### src/rtl/dm_axil_bridge.sv
// dm_axil_bridge: one-at-a-time LSU load/store to AXI4-Lite master bridge.
// Optional sticky bus-error capture is built when DM_BRIDGE_ERR_EN is defined.
module dm_axil_bridge #(
  parameter bit ALIGN_ADDR     = 1'b1,
  parameter bit RESP_OKAY_ONLY = 1'b0
) (
  input  logic        clk,
  input  logic        rst,
  input  logic [31:0] req_addr,
  input  logic        load_req_valid,
  output logic        load_req_ready,
  output logic        load_data_valid,
  output logic [31:0] load_data,
  input  logic        store_req_valid,
  output logic        store_req_ready,
  input  logic [3:0]  store_strb,
  input  logic [31:0] store_data,
  output logic        store_data_valid,
  output logic [31:0] m_araddr,
  output logic        m_arvalid,
  input  logic        m_arready,
  input  logic [31:0] m_rdata,
  input  logic [1:0]  m_rresp,
  input  logic        m_rvalid,
  output logic        m_rready,
  output logic [31:0] m_awaddr,
  output logic        m_awvalid,
  input  logic        m_awready,
  output logic [31:0] m_wdata,
  output logic [3:0]  m_wstrb,
  output logic        m_wvalid,
  input  logic        m_wready,
  input  logic [1:0]  m_bresp,
  input  logic        m_bvalid,
  output logic        m_bready
`ifdef DM_BRIDGE_ERR_EN
  ,
  output logic        bus_err,
  output logic [31:0] bus_err_addr
`endif
);

  typedef enum logic [2:0] {
    IDLE,
    RD_A,
    RD_D,
    WR_AW,
    WR_B
  } state_t;

  state_t state, state_n;

  logic [31:0] addr_q;
  logic [31:0] addr_in;
  logic        aw_done;
  logic        w_done;
  logic        ld_acc;
  logic        st_acc;
  logic        r_hs;
  logic        aw_hs;
  logic        w_hs;
  logic        b_hs;

  // Sub-word lanes are the LSU's job; strip them at capture time.
  assign addr_in = ALIGN_ADDR ? {req_addr[31:2], 2'b00} : req_addr;

  assign m_araddr = addr_q;
  assign m_awaddr = addr_q;

  assign r_hs  = m_rvalid  && m_rready;
  assign aw_hs = m_awvalid && m_awready;
  assign w_hs  = m_wvalid  && m_wready;
  assign b_hs  = m_bvalid  && m_bready;

  always_ff @(posedge clk) begin
    if (rst) begin
      state <= IDLE;
    end else begin
      state <= state_n;
    end
  end

  always_comb begin
    state_n         = state;
    load_req_ready  = 1'b0;
    store_req_ready = 1'b0;
    m_arvalid       = 1'b0;
    m_rready        = 1'b0;
    m_awvalid       = 1'b0;
    m_wvalid        = 1'b0;
    m_bready        = 1'b0;
    ld_acc          = 1'b0;
    st_acc          = 1'b0;
    unique case (state)
      IDLE: begin
        load_req_ready  = 1'b1;
        store_req_ready = !load_req_valid;
        if (load_req_valid) begin
          ld_acc  = 1'b1;
          state_n = RD_A;
        end else if (store_req_valid) begin
          st_acc  = 1'b1;
          state_n = WR_AW;
        end
      end
      RD_A: begin
        m_arvalid = 1'b1;
        if (m_arready) begin
          state_n = RD_D;
        end
      end
      RD_D: begin
        m_rready = 1'b1;
        if (m_rvalid) begin
          state_n = IDLE;
        end
      end
      WR_AW: begin
        m_awvalid = !aw_done;
        m_wvalid  = !w_done;
        // Either channel may finish first; leave once both are in.
        if ((aw_done || m_awready) && (w_done || m_wready)) begin
          state_n = WR_B;
        end
      end
      WR_B: begin
        m_bready = 1'b1;
        if (m_bvalid) begin
          state_n = IDLE;
        end
      end
      default: begin
        state_n = IDLE;
      end
    endcase
  end

  always_ff @(posedge clk) begin
    if (rst) begin
      addr_q           <= '0;
      m_wdata          <= '0;
      m_wstrb          <= '0;
      aw_done          <= 1'b0;
      w_done           <= 1'b0;
      load_data        <= '0;
      load_data_valid  <= 1'b0;
      store_data_valid <= 1'b0;
    end else begin
      load_data_valid  <= r_hs;
      store_data_valid <= b_hs;
      if (ld_acc || st_acc) begin
        addr_q <= addr_in;
      end
      if (st_acc) begin
        m_wdata <= store_data;
        m_wstrb <= ~store_strb;
        aw_done <= 1'b0;
        w_done  <= 1'b0;
      end
      if (aw_hs) begin
        aw_done <= 1'b1;
      end
      if (w_hs) begin
        w_done <= 1'b1;
      end
      if (r_hs) begin
        load_data <= m_rdata;
      end
    end
  end

`ifdef DM_BRIDGE_ERR_EN
  logic resp_err;

  assign resp_err = (r_hs && m_rresp[1]) || (b_hs && m_bresp[1]);

  // First error wins; later errors leave the capture alone.
  always_ff @(posedge clk) begin
    if (rst) begin
      bus_err      <= 1'b0;
      bus_err_addr <= '0;
    end else if (!bus_err && resp_err) begin
      bus_err      <= 1'b1;
      bus_err_addr <= addr_q;
    end
  end
`endif

  resp_okay_a: assert property (
    @(posedge clk) disable iff (rst)
    !(RESP_OKAY_ONLY &&
      ((r_hs && (m_rresp != 2'b00)) ||
       (b_hs && (m_bresp != 2'b00))))
  );

endmodule
### config.mk
export PLATFORM = sky130hd
export DESIGN_NAME = dm_axil_bridge
export DESIGN_NICKNAME = d
export VERILOG_FILES = /design/src/rtl/dm_axil_bridge.sv
export SDC_FILE = /design/constraint.sdc
export NUM_CORES = 1
export LEC_CHECK = 0
export ABC_AREA = 1
export CAP_MARGIN = 30
export CELL_PAD_IN_SITES_DETAIL_PLACEMENT = 1
export CELL_PAD_IN_SITES_GLOBAL_PLACEMENT = 1
export CORE_AREA = 10 10 194 105
export DETAILED_ROUTE_END_ITERATION = 12
export DIE_AREA = 0 0 204 115
export PLACE_DENSITY = 0.86
export RECOVER_POWER = 25
export SYNTH_ARGS = -nofsm -noshare
export SYNTH_HDL_FRONTEND = slang
export SYNTH_SLANG_ARGS = --single-unit
### constraint.sdc
create_clock -name clk -period 1.65 [get_ports clk]
set_input_delay 0.4125 -clock clk [delete_from_list [all_inputs] [get_ports clk]]
set_output_delay 0.4125 -clock clk [all_outputs]
set_load 0.1 [all_outputs]
== Yosys cells after proc, flatten, opt, wreduce, memory -nomap -nowiden ==
Cells that the tools add are included.

* Eq/ne operators: 9
* Mux-type cells: 22
* Bitwise operators: 1
* Reductions and logical operators: 15

{| class="wikitable"
|+ Operators by type and width
! operator !! count
|-
| 3-bit 2-to-1 mux || 6
|-
| 1-bit 2-to-1 mux || 15
|-
| 3-bit case mux with 5 select lines || 1
|-
| 2-bit inequality test (second input constant) || 4
|-
| 3-bit by 2-bit equality test with 1-bit output (second input constant) || 2
|-
| 1-bit logical AND || 5
|-
| 5-bit AND reduction || 1
|-
| 4-bit NOT || 1
|-
| 2-bit nonzero test || 2
|-
| 3-bit by 1-bit equality test with 1-bit output (second input constant) || 1
|-
| 3-bit equality test (second input constant) || 1
|-
| 1-bit zero test || 3
|-
| 3-bit zero test || 1
|-
| 1-bit logical OR || 3
|-
| 3-bit inequality test (second input constant) || 1
|}

* Register bits after elaboration: 105
* Bits of input ports: 113

== Logic depth before layout (Yosys ltp) ==
Gate-level depths: netlist (run 1).

* Depth after elaboration: 5
* Mapped depth: 8
* Mapped depth without buffers: 8

== Least setup slack after synthesis (run 1) ==
OpenSTA, ideal clock, no wires.

* Kind: reg2out
* Start: register state[1]
* End: output m_awvalid
* Data arrival time: 1.961 ns
* Required time: 1.237 ns
* Slack: -0.724 ns
* Cell stages (with the launch flop): 5
* Cell sequence: dfxtp_1 > nand2_1 > nor2_1 > inv_1 > nor2_1

* Word-level cells in the longest chain between the ends: 2

{| class="wikitable"
|+ RTL lines
! what !! line !! text
|-
| start: declaration || 51 || <nowiki>state_t state, state_n;</nowiki>
|-
| start signal: assignment || 79 || <nowiki>state <= state_n;</nowiki>
|-
| 3-bit by 2-bit equality test with 1-bit output || 94 || <nowiki>unique case (state)</nowiki>
|-
| 1-bit 2-to-1 mux || 94 ||
|-
| end: declaration || 27 || <nowiki>output logic m_awvalid,</nowiki>
|}

No other way between the ends.

== Worst setup path in the final report (run 1) ==
* Start: register state[1]
* End: output m_wvalid

* Word-level cells in the longest chain between the ends: 2

{| class="wikitable"
|+ RTL lines
! what !! line !! text
|-
| 3-bit by 2-bit equality test with 1-bit output || 94 ||
|-
| 1-bit 2-to-1 mux || 94 ||
|-
| end: declaration || 31 || <nowiki>output logic m_wvalid,</nowiki>
|}

No other way between the ends.

==> results_dict.tcl, run 1 <==
set metrics [dict create \
    grt_max_degree 45 \
    worst_setup_path_start_kind "flip-flop" \
    insertion_delay_ps 340 \
    max_freq_mhz 584 \
    diodes 0 \
    status "finished, violations left" \
    clk_path_buf_depth 2 \
    cts_tree "yes" \
    die_area_um2 23500 \
    grt_pass1_wl_um 29100 \
    syn_inst 524 \
    rsz0062_at_grt "true" \
    ys_seq_elements 105 \
    crit_path_end_kind "primary output" \
    multiInputGateArea_um2 1490 \
    path_cells "nand2_4 > nor2_4 > nand2_2 > clkinvlp_4 > buf_12" \
    slew_violations 0 \
    cts-hold-fix-buffers 0 \
    max_cap_violations 0 \
    failed_checks "setup timing" \
    drive_gt1_frac 0.330 \
    syn_area_um2 4140 \
    vias_per_cell 4.37 \
    final_nets 866 \
    grt_usage 0.161 \
    portBuffers 243 \
    cts_made_buffers 9 \
    fp-row-count 34 \
    vias 4335 \
    antenna_left 0 \
    hpwl_um 15700 \
    crit_family "flip-flops" \
    die_w_um 204 \
    hold_class "flip-flop to flip-flop" \
    area.growth.synth_to_final_pct 109 \
    syn_area_per_cell_um2 7.90 \
    fin_util 0.510 \
    die-height_um 115 \
    period_share 1.04 \
    cts-root-buf "clkbuf_16" \
    grt_remaining_overflow 0 \
    drc 0 \
    synth_seq_area_share 0.508 \
    gp_congestion 0.753 \
    setup_ws_ps -61.8 \
    coreArea_um2 17000 \
    setup_viol 5 \
    dr.pass1.iters 4 \
    avgRoutedWirePerCell_um 19.5 \
    critPathBufInv 2 \
    slowest_stage "dfxtp_4" \
    cp.required_ps 1240 \
    antenna_found_initial 1 \
    synth.distinct_cells 25 \
    clk_pin_slew_ps 60 \
    worstSetupPathType "flip-flop to primary output" \
    htree_levels 3 \
    yosysWarnings 0 \
    finalWirelength_um 19400 \
    register_area_um2 2150 \
    drt_iter0_drc 136 \
    clock-sinks 105 \
    cp.arrival_ps 1300 \
    fin_crit_ps 1710 \
    initial_core_util 0.244 \
    slowest_delay_ps 400 \
    final_hold_viol_count 0 \
    ios 254 \
    grt_pass1_vias 4799 \
    fin_skew_ps 6.17 \
    fill_cells 1819 \
    worstPathMaxFanout 4 \
]
metal layers:
metal  global-route usage  up-vias  share of wire
li1                     -     2085              -
met1                0.168     2071           0.38
met2                0.281      171           0.50
met3               0.0946        6           0.12
met4               0.0294        2         0.0042
met5                    0        -        0.00062
kinds of logic after synthesis:
| logic type | share of synthesized area |
|---|---|
| flip-flops | 0.508 |
| buffers and inverters | 0.153 |
| AO/OA/AOI/OAI | 0.170 |
| AND/OR/NAND/NOR | 0.169 |
| other | 0.000905 |
what timing repair did:
item | CTS | global route
cloned | 0 | 1
gates resized for setup | 20 | 21
setup buffers | 9 | 6
pin swaps | 5 | 6
setup endpoints to repair | 7 | 27
cell type report:
class / count / area share
tap: 234 / 0.0338
sequential: 105 / 0.248
clock inverter: 3 / 0.00549
multi-input combinational: 312 / 0.173
inverter: 46 / 0.0233
timing repair buffer: 279 / 0.486
clock buffer: 13 / 0.0301
path summary, 6_finish.rpt:
check	from	to	slack [ps]	cells past startpoint
setup reg to reg	state[1]	m_wdata[9]	60	8
setup / recovery	state[1]	m_wvalid	-60	5
hold / removal	m_araddr[30]	m_araddr[30]	490	2
hold reg to reg	m_araddr[30]	m_araddr[30]	490	2
worst register-to-register path: stages (launching register included):
cell,delay [ps]
dfxtp_4,380
nor2_4,170
nand2_4,90
nor2_4,120
buf_4,170
nand2_8,90
buf_12,190
o21ai_0,210
nor2_1,60
through the flow:
step	cells	setup TNS [ps]	setup slack [ps]	instance area (um^2)	hold WS, ps
after global placement	961	-6400	-145	8130	476
after CTS	986	-514	-126	8550	497
after floorplan	527	-2060	-63.7	4210	485
final	992	-247	-61.8	8660	490
after global routing	992	-837	-134	8660	509
after detailed placement	961	-10680	-257	8130	486
sequential cells by signal, indices dropped and copies added, names as in the netlist:
signal and flops:
m_wstrb 4, store_data_valid 1, load_data 32, state 3
m_araddr 30, load_data_valid 1, m_wdata 32, aw_done 1
w_done 1
synth_stat cells, drive strengths merged:
| library cell | instances | area (um^2) |
|---|---|---|
| nand2 | 13 | 58.8 |
| inv | 46 | 175 |
| nand3 | 6 | 30.0 |
| clkbuf | 13 | 52.6 |
| a21oi | 36 | 195 |
| nand4 | 1 | 6.26 |
| dfxtp | 105 | 2100 |
| o21ai | 100 | 508 |
| buf | 51 | 407 |
| nor3 | 3 | 15.0 |
| nor2 | 148 | 581 |
| conb | 1 | 3.75 |
| nand3b | 1 | 7.51 |
cells in the final DEF (no fill, tap or decap), drive strengths merged, types with 2 or more instances in the layout:
master,Yosys,routed
nand2,13,13
clkdlybuf4s50,0,105
clkbuf,13,15
conb,1,4
nor3,3,3
a21oi,36,36
buf,51,171
clkinv,0,2
nor2,148,148
nand3,6,6
o21ai,100,100
inv,46,45
dfxtp,105,105
Power of run 1 is left out: the tool's default activity adds up to more than one toggle a clock period on the data nets, which glitch-free logic cannot reach.
==> run 2: changes to the inputs <==
Settings changed: CORE_AREA 10 10 194 105 to 2 2 186 97, DIE_AREA 0 0 204 115 to 0 0 188 99.
==> run 2 against run 1 <==
The flow still finishes with violations (setup timing). Fmax rose by 1.1%. Flip-flop and latch count did not move. Setup slack improved by 19 ps. Die area fell by 21%. Sequential share of layout area rose by 2.9 points. Final cell count fell by 1.4%. Register-to-register slack improved by 60 ps. Largest cell class unchanged.
==> results_dict.tcl, run 2 (synthesized netlist as in run 1, its figures left out) <==
set metrics [dict create \
    status "finished, violations left" \
    failed_checks "setup timing" \
    period_share 1.03 \
    portBuffers 243 \
    cts_tree "yes" \
    drive_gt1_frac 0.310 \
    final_hold_viol_count 0 \
    area.growth.synth_to_final_pct 86.7 \
    ios 254 \
    setup_ws_ps -43.0 \
    drt_iter0_drc 100 \
    fin_crit_ps 1690 \
    rsz0062_at_grt "true" \
    path_cells "nand2_4 > nor2_4 > inv_2 > nor2_4 > buf_12" \
    gp_congestion 0.757 \
    insertion_delay_ps 340 \
    grt_pass1_vias 4424 \
    cts-hold-fix-buffers 0 \
    finalWirelength_um 15900 \
    antenna_left 0 \
    final_nets 852 \
    avgRoutedWirePerCell_um 16.3 \
    cp.required_ps 1240 \
    grtUsageMet1 0.189 \
    worstPathMaxFanout 4 \
    max_freq_mhz 591 \
    hpwl_um 12900 \
    slowest_delay_ps 400 \
    die-height_um 99 \
    clk_pin_slew_ps 70 \
    htree_levels 3 \
    diodes 0 \
    grt_remaining_overflow 0 \
    fp-row-count 34 \
    post-place-ws_ps -271 \
    drc 0 \
    slew_violations 0 \
    cts-root-buf "clkbuf_16" \
    initial_core_util 0.244 \
    setup_viol 4 \
    dr.pass1.iters 4 \
    grt_pass1_wl_um 24700 \
    max_cap_violations 0 \
    fin_skew_ps 7.78 \
    met2_usage 0.301 \
    vias_per_cell 4.27 \
    cp.arrival_ps 1280 \
    die_area_um2 18600 \
    coreArea_um2 17000 \
    fin_util 0.456 \
    grt_max_degree 53 \
    grt_use_met3 0.0844 \
    slowest_stage "dfxtp_4" \
    worst_setup_path_start_kind "flip-flop" \
    timing.hold.ws_ps 453 \
    clk_path_buf_depth 2 \
    worstSetupPathType "flip-flop to primary output" \
    hold_class "flip-flop to flip-flop" \
    grt_usage 0.171 \
    grt.busiest_layer "met2" \
    vias 4173 \
    clock-sinks 105 \
    cts_made_buffers 9 \
    antenna_found_initial 0 \
    crit_path_end_kind "primary output" \
    final_cell_mix "nor2_1 (141), clkdlybuf4s50_1 (105), buf_12 (89), o21ai_0 (86), dfxtp_1 (75)" \
    cpMostUsedCell "nor2_4" \
    die_w_um 188 \
    layout_commonest_cell "nor2_1" \
]
run 2: stage by stage:
| step | std cells | instance area, um^2 | setup TNS, ps |
|---|---|---|---|
| floorplan | 527 | 4210 | -2060 |
| global placement | 955 | 8040 | -5010 |
| detailed placement | 955 | 8040 | -11130 |
| CTS | 976 | 8390 | -461 |
| global route | 978 | 7730 | -526 |
| finish | 978 | 7730 | -126 |
run 2: layout make-up:
class	count	area, um^2
repair buffers	265	3350
inverters	46	189
multi-input cells	312	1470
well taps	234	293
fillers	1940	9240
flip-flops and latches	105	2150
clock buffers	12	236
clock inverters	4	52.6
run 2: per-layer routing:
metal  vias up  routed length [um]
met5         -                   0
met4         0                 121
met3        13                1570
met2       151                7720
met1      1957                6490
li1       2052                   -
run 2: critical path, delay by kind of cell, from the launching register on:
family	cells	cell delay (ps)
flip-flops	1	400
AND/OR/NAND/NOR	3	280
buffers and inverters	2	250
run 2: worst paths after layout:
kind / from / to / slack [ps] / depth (start not counted)
max: state[1] / m_awvalid / -40 / 5
min: m_araddr[24] / m_araddr[24] / 450 / 2
max reg2reg: state[1] / m_wdata[22] / 120 / 8
min reg2reg: m_araddr[24] / m_araddr[24] / 450 / 2
run 2: repair_timing:
action                                 4_1_cts  5_1_grt
setup endpoints to repair                    7       40
buffers inserted                             5        2
endpoints found under the hold margin        0        0
pin swaps                                    4        3
resized for setup                           12       11
Power of run 2 is left out for the same reason.
==> run 3: changes to the inputs <==
Settings changed: CORE_AREA 2 2 186 97 to 2 2 182 95, CTS_BUF_LIST from default to sky130_fd_sc_hd__clkbuf_2, DIE_AREA 0 0 188 99 to 0 0 184 97, PLACE_DENSITY 0.86 to 0.89.
==> run 3 against run 2 <==
The flow still finishes with violations (setup timing). Flip-flop and latch count is the same. Setup slack worse by 290 ps. Sequential share of layout area down 0.93 points. Final cell count fell by 0.82%. Critical path depth down 1. Fmax down 14%. Clock-buffer cell count fell by 3. Critical endpoint is now store_req_ready. Largest cell class unchanged.
==> results_dict.tcl, run 3 (synthesized netlist as in run 1, its figures left out) <==
set metrics [dict create \
    gp_congestion 0.757 \
    crit_path_end_kind "primary output" \
    slowest_delay_ps 440 \
    vias 4325 \
    multiInputGateArea_um2 1510 \
    antenna_found_initial 0 \
    drc 0 \
    die_w_um 184 \
    final_nets 869 \
    grt_pass1_wl_um 25700 \
    insertion_delay_ps 580 \
    slew_violations 0 \
    hpwl_um 12900 \
    worst_setup_path_start_kind "flip-flop" \
    setup_viol 14 \
    setup_ws_ps -330 \
    die_area_um2 17800 \
    cts-root-buf "clkbuf_2" \
    cp.arrival_ps 1570 \
    grt_pass1_vias 4582 \
    antenna_left 0 \
    vias_per_cell 4.46 \
    diodes 0 \
    crit_family "flip-flops" \
    wl_met2_um 8890 \
    register_area_um2 2320 \
    htree_levels 3 \
    timing.hold.ws_ps 331 \
    path_cells "nor2_4 > nand2_4 > nor2_4 > buf_12" \
    critPathBufInv 1 \
    avgRoutedWirePerCell_um 17.8 \
    period_share 1.20 \
    ios 254 \
    failed_checks "setup timing" \
    final_hold_viol_count 0 \
    portBuffers 243 \
    slowest_stage "dfxtp_4" \
    clk_path_buf_depth 2 \
    wl_met1_um 6590 \
    fin_skew_ps 32.6 \
    cp.required_ps 1240 \
    hold_class "input port to flip-flop" \
    status "finished, violations left" \
    area.growth.synth_to_final_pct 109 \
    final_cell_mix "buf_12 (148), nor2_1 (127), clkdlybuf4s50_1 (106), o21ai_0 (75), dfxtp_2 (67)" \
    max_cap_violations 0 \
    fill_cells 1725 \
    cpMostUsedCell "nor2_4" \
    worstSetupPathType "flip-flop to primary output" \
    grt_usage 0.186 \
    fin_crit_ps 1980 \
    die-height_um 97 \
    post-place-ws_ps -225 \
    fp-row-count 33 \
    worstPathMaxFanout 4 \
    grt_remaining_overflow 0 \
    clk_pin_slew_ps 330 \
    tns_ps -2180 \
    rsz0062_at_grt "true" \
    wl_met3_um 1560 \
    cts_made_buffers 9 \
    max_freq_mhz 505 \
    drive_gt1_frac 0.446 \
    cts_tree "yes" \
    grt_max_degree 48 \
    dr.pass1.iters 6 \
    finalWirelength_um 17200 \
    top_layer "met4" \
    initial_core_util 0.257 \
    clock-sinks 105 \
    fin_util 0.537 \
    layout_commonest_cell "buf_12" \
    coreArea_um2 16100 \
    drt_iter0_drc 142 \
]
[run 3: cell types whose count changed in the layout (fill, tap and decap cells not counted), moves of 4 or more]
cell / delta
dfxtp_2: +40
dfxtp_1: -73
buf_2: -7
dfxtp_4: +33
nor2_2: +14
o21ai_0: -11
clkbuf_16: -8
clkbuf_4: -47
buf_4: +10
nor2_1: -14
clkbuf_1: -4
o21ai_1: +9
clkbuf_2: +9
buf_12: +59
[run 3: metal layers]
layer | GRT usage | up-vias
met5 | 0 | -
met4 | 0.0388 | 0
met3 | 0.0828 | 12
met2 | 0.340 | 157
met1 | 0.198 | 2074
li1 | - | 2082
[run 3: cell type report]
| class | count | share of cell area |
|---|---|---|
| clock inverters | 6 | 0.00579 |
| flip-flops and latches | 105 | 0.268 |
| inverters | 46 | 0.0224 |
| repair buffers | 282 | 0.493 |
| clock buffers | 9 | 0.00521 |
| well taps | 210 | 0.0304 |
| multi-input cells | 312 | 0.175 |
[run 3: worst paths after layout]
path                  from              end  slack (ps)  cells past startpoint
max               state[1]  store_req_ready        -330                      4
min          store_strb[2]       m_wstrb[2]         330                      2
max reg2reg       state[1]      m_araddr[3]         -50                      8
min reg2reg   m_araddr[22]     m_araddr[22]         520                      2
[run 3: worst register-to-register path, delay by kind of cell (launching register included)]
kind,cells,cell delay (ps)
buffers and inverters,3,360
DFF,1,440
and+or+nand+nor,2,270
AOI/OAI and AO/OA,3,540
[run 3: stage by stage]
step / std cells / cell area, um^2
final: 970 / 8650
after global placement: 932 / 8060
after floorplan: 527 / 4210
after detailed placement: 932 / 8060
after global routing: 970 / 8650
after CTS: 959 / 8450
[run 3: timing repair]
action / in CTS / in global routing
endpoints found under the setup margin: 137 / 151
cloned: 0 / 1
hold buffers: 0 / 0
resized for setup: 116 / 42
pin swaps: 5 / 4
setup buffers: 12 / 10
Power of run 3 is left out for the same reason.
==> RTL change (settings of run 2) <==
The 5 states of `state_t` get a one-hot encoding in 5 bits.
--- a/src/rtl/dm_axil_bridge.sv
+++ b/src/rtl/dm_axil_bridge.sv
@@ -40,12 +40,12 @@
 `endif
 );
 
-  typedef enum logic [2:0] {
-    IDLE,
-    RD_A,
-    RD_D,
-    WR_AW,
-    WR_B
+  typedef enum logic [4:0] {
+    IDLE  = 5'b00001,
+    RD_A  = 5'b00010,
+    RD_D  = 5'b00100,
+    WR_AW = 5'b01000,
+    WR_B  = 5'b10000
   } state_t;
 
   state_t state, state_n;
Check against the original RTL: same outputs for any inputs over 10 cycles, from zero or initial values and one cycle with rst high; not proved beyond that.
==> RTL change against run 2 <==
The flow still finishes with violations (setup timing). Global-route usage up 0.74 points. Wire length up 8.5%. Sequential cell count up 2. Setup slack worse by 130 ps. Hold slack better by 47 ps. Synthesized area up 2.6%. Final cell count up 3.3%. Final area up 15%. Highest routed layer unchanged.
==> RTL change: results (changes against run 2) <==
----------------------------------------------------
[Outcome]
  Result of the run ... finished with violations (unchanged)
  Violated checks ... setup timing (unchanged)

[Layout]
  Clock buffers ... 13 (was 12)
  Buffers excl. clock ... 285 (was 265)
  Fraction of final layout cells with drive strength greater than 1 ... 0.345 (was 0.310)
  Non-clock inverters ... 14 (was 46)
  Multi-input combinational cell count ... 354 (was 312)
  Final instance area ... 0.00887 sq mm (was 0.00773 sq mm)
  ClkCell Share ... 0.0329 (was 0.0374)

[Global route]
  Vias in the first global route ... 4,706 (was 4,424)
  Tot GR Track Use ... 0.179 (was 0.171)
  Maximum number of pins on one net before global-route repair ... 45 (was 53)
  Wire length of the first global-routing pass ... 26.0 mm (was 24.7 mm)

[Logic synthesis]
  Mean instance size in the synthesized netlist ... 7.88 sq um (was 7.90 sq um)
  Top post-synthesis cells by count ... 142 x nor2_1, 107 x dfxtp_1, 61 x o21ai_0, 55 x nand2_1, 39 x a21oi_1 (was 144 x nor2_1, 105 x dfxtp_1, 86 x o21ai_0, 43 x inv_1, 38 x buf_4)
  Part of the Yosys area used for sequential elements ... 0.504 (was 0.508)
  Largest cells by area after synthesis ... dfxtp_1 50%, nor2_1 13%, o21ai_0 7.2%, buf_4 6.0%, nand2_1 4.9% (was dfxtp_1 51%, nor2_1 13%, o21ai_0 10%, buf_4 6.9%, inv_1 3.9%)

[Timing]
  Accumulated negative setup slack ... -886 ps (was -126 ps)
  Final Worst Setup Slack ... -173 ps (was -43.0 ps)
  Count of endpoints failing setup in the final report ... 7 (was 4)
  Worst-case hold slack ... 500 ps (was 453 ps)

[Worst setup path]
  Kind of cell adding the most delay to the critical path ... simple AND/OR/NAND/NOR gates (was flip-flops)
  Worst-path maximum fanout ... 5 (was 4)

[Place]
  Placement-stage worst setup slack ... -216 ps (was -271 ps)
  Placer congestion estimate ... 0.787 (was 0.757)

[Detailed routing]
  Post-route met1 wirelength ... 7.55 mm (was 6.49 mm)
  Vias/cell ... 4.38 (was 4.27)
  DRC violation total after the first TritonRoute iteration ... 142 (was 100)
  Detailed-routed wire length on met2 ... 8.23 mm (was 7.72 mm)

----------------------------------------------------
==> RTL change: cell count changes after synthesis, sizes merged, moves of 4 or more <==
cell,delta
nand2,+45
inv,-34
nand3,+30
o21ai,-36
clkbuf,+4
==> RTL change: worst reg2reg max path, stage by stage (launching register included) <==
cell and delay (ps):
dfxtp_4 370, nor2_4 210, nand4_4 160, nor2_4 150, buf_6 140, nand2_8 100
buf_6 180, o21ai_0 160, nor2_1 50
==> RTL change: kinds of logic (layout without fill, tap and decap cells) <==
group / Yosys count / in the layout / synth area share
AND/OR/NAND/NOR: 247 / 247 / 0.249
flip-flops: 107 / 107 / 0.504
AO/OA/AOI/OAI: 103 / 103 / 0.122
buffers and inverters: 81 / 315 / 0.124
other: 1 / 4 / 0.000883
==> RTL change: where the power goes <==
| group | internal, mW | leakage [nW] | switching [mW] | total (mW) |
|---|---|---|---|---|
| Combinational | 4.52 | 2.44 | 8.43 | 12.9 |
| Sequential | 3.25 | 0.886 | 0.910 | 4.16 |
| Clock | 1.15 | 0.142 | 0.973 | 2.12 |
| Total | 8.92 | 3.46 | 10.3 | 19.2 |
==> RTL change: per-layer routing <==
layer	GRT usage	up-vias
met5	0	-
met4	0.0333	0
met3	0.0755	14
met2	0.313	146
met1	0.206	2102
li1	-	2158
==> RTL change: what timing repair did <==
| item | in CTS | in global routing |
|---|---|---|
| pin swaps | 3 | 6 |
| resized for setup | 16 | 37 |
| endpoints found under the setup margin | 7 | 44 |
| endpoints found under the hold margin | 0 | 0 |
| cloned | 0 | 6 |
| setup buffers | 8 | 4 |
==> RTL change: worst paths after layout <==
check             depth (start not counted)               to          start
hold / removal                            2    load_data[26]  load_data[26]
hold reg to reg                           2    load_data[26]  load_data[26]
setup / recovery                          4  store_req_ready       state[3]
setup reg to reg                          8      m_wdata[27]       state[3]
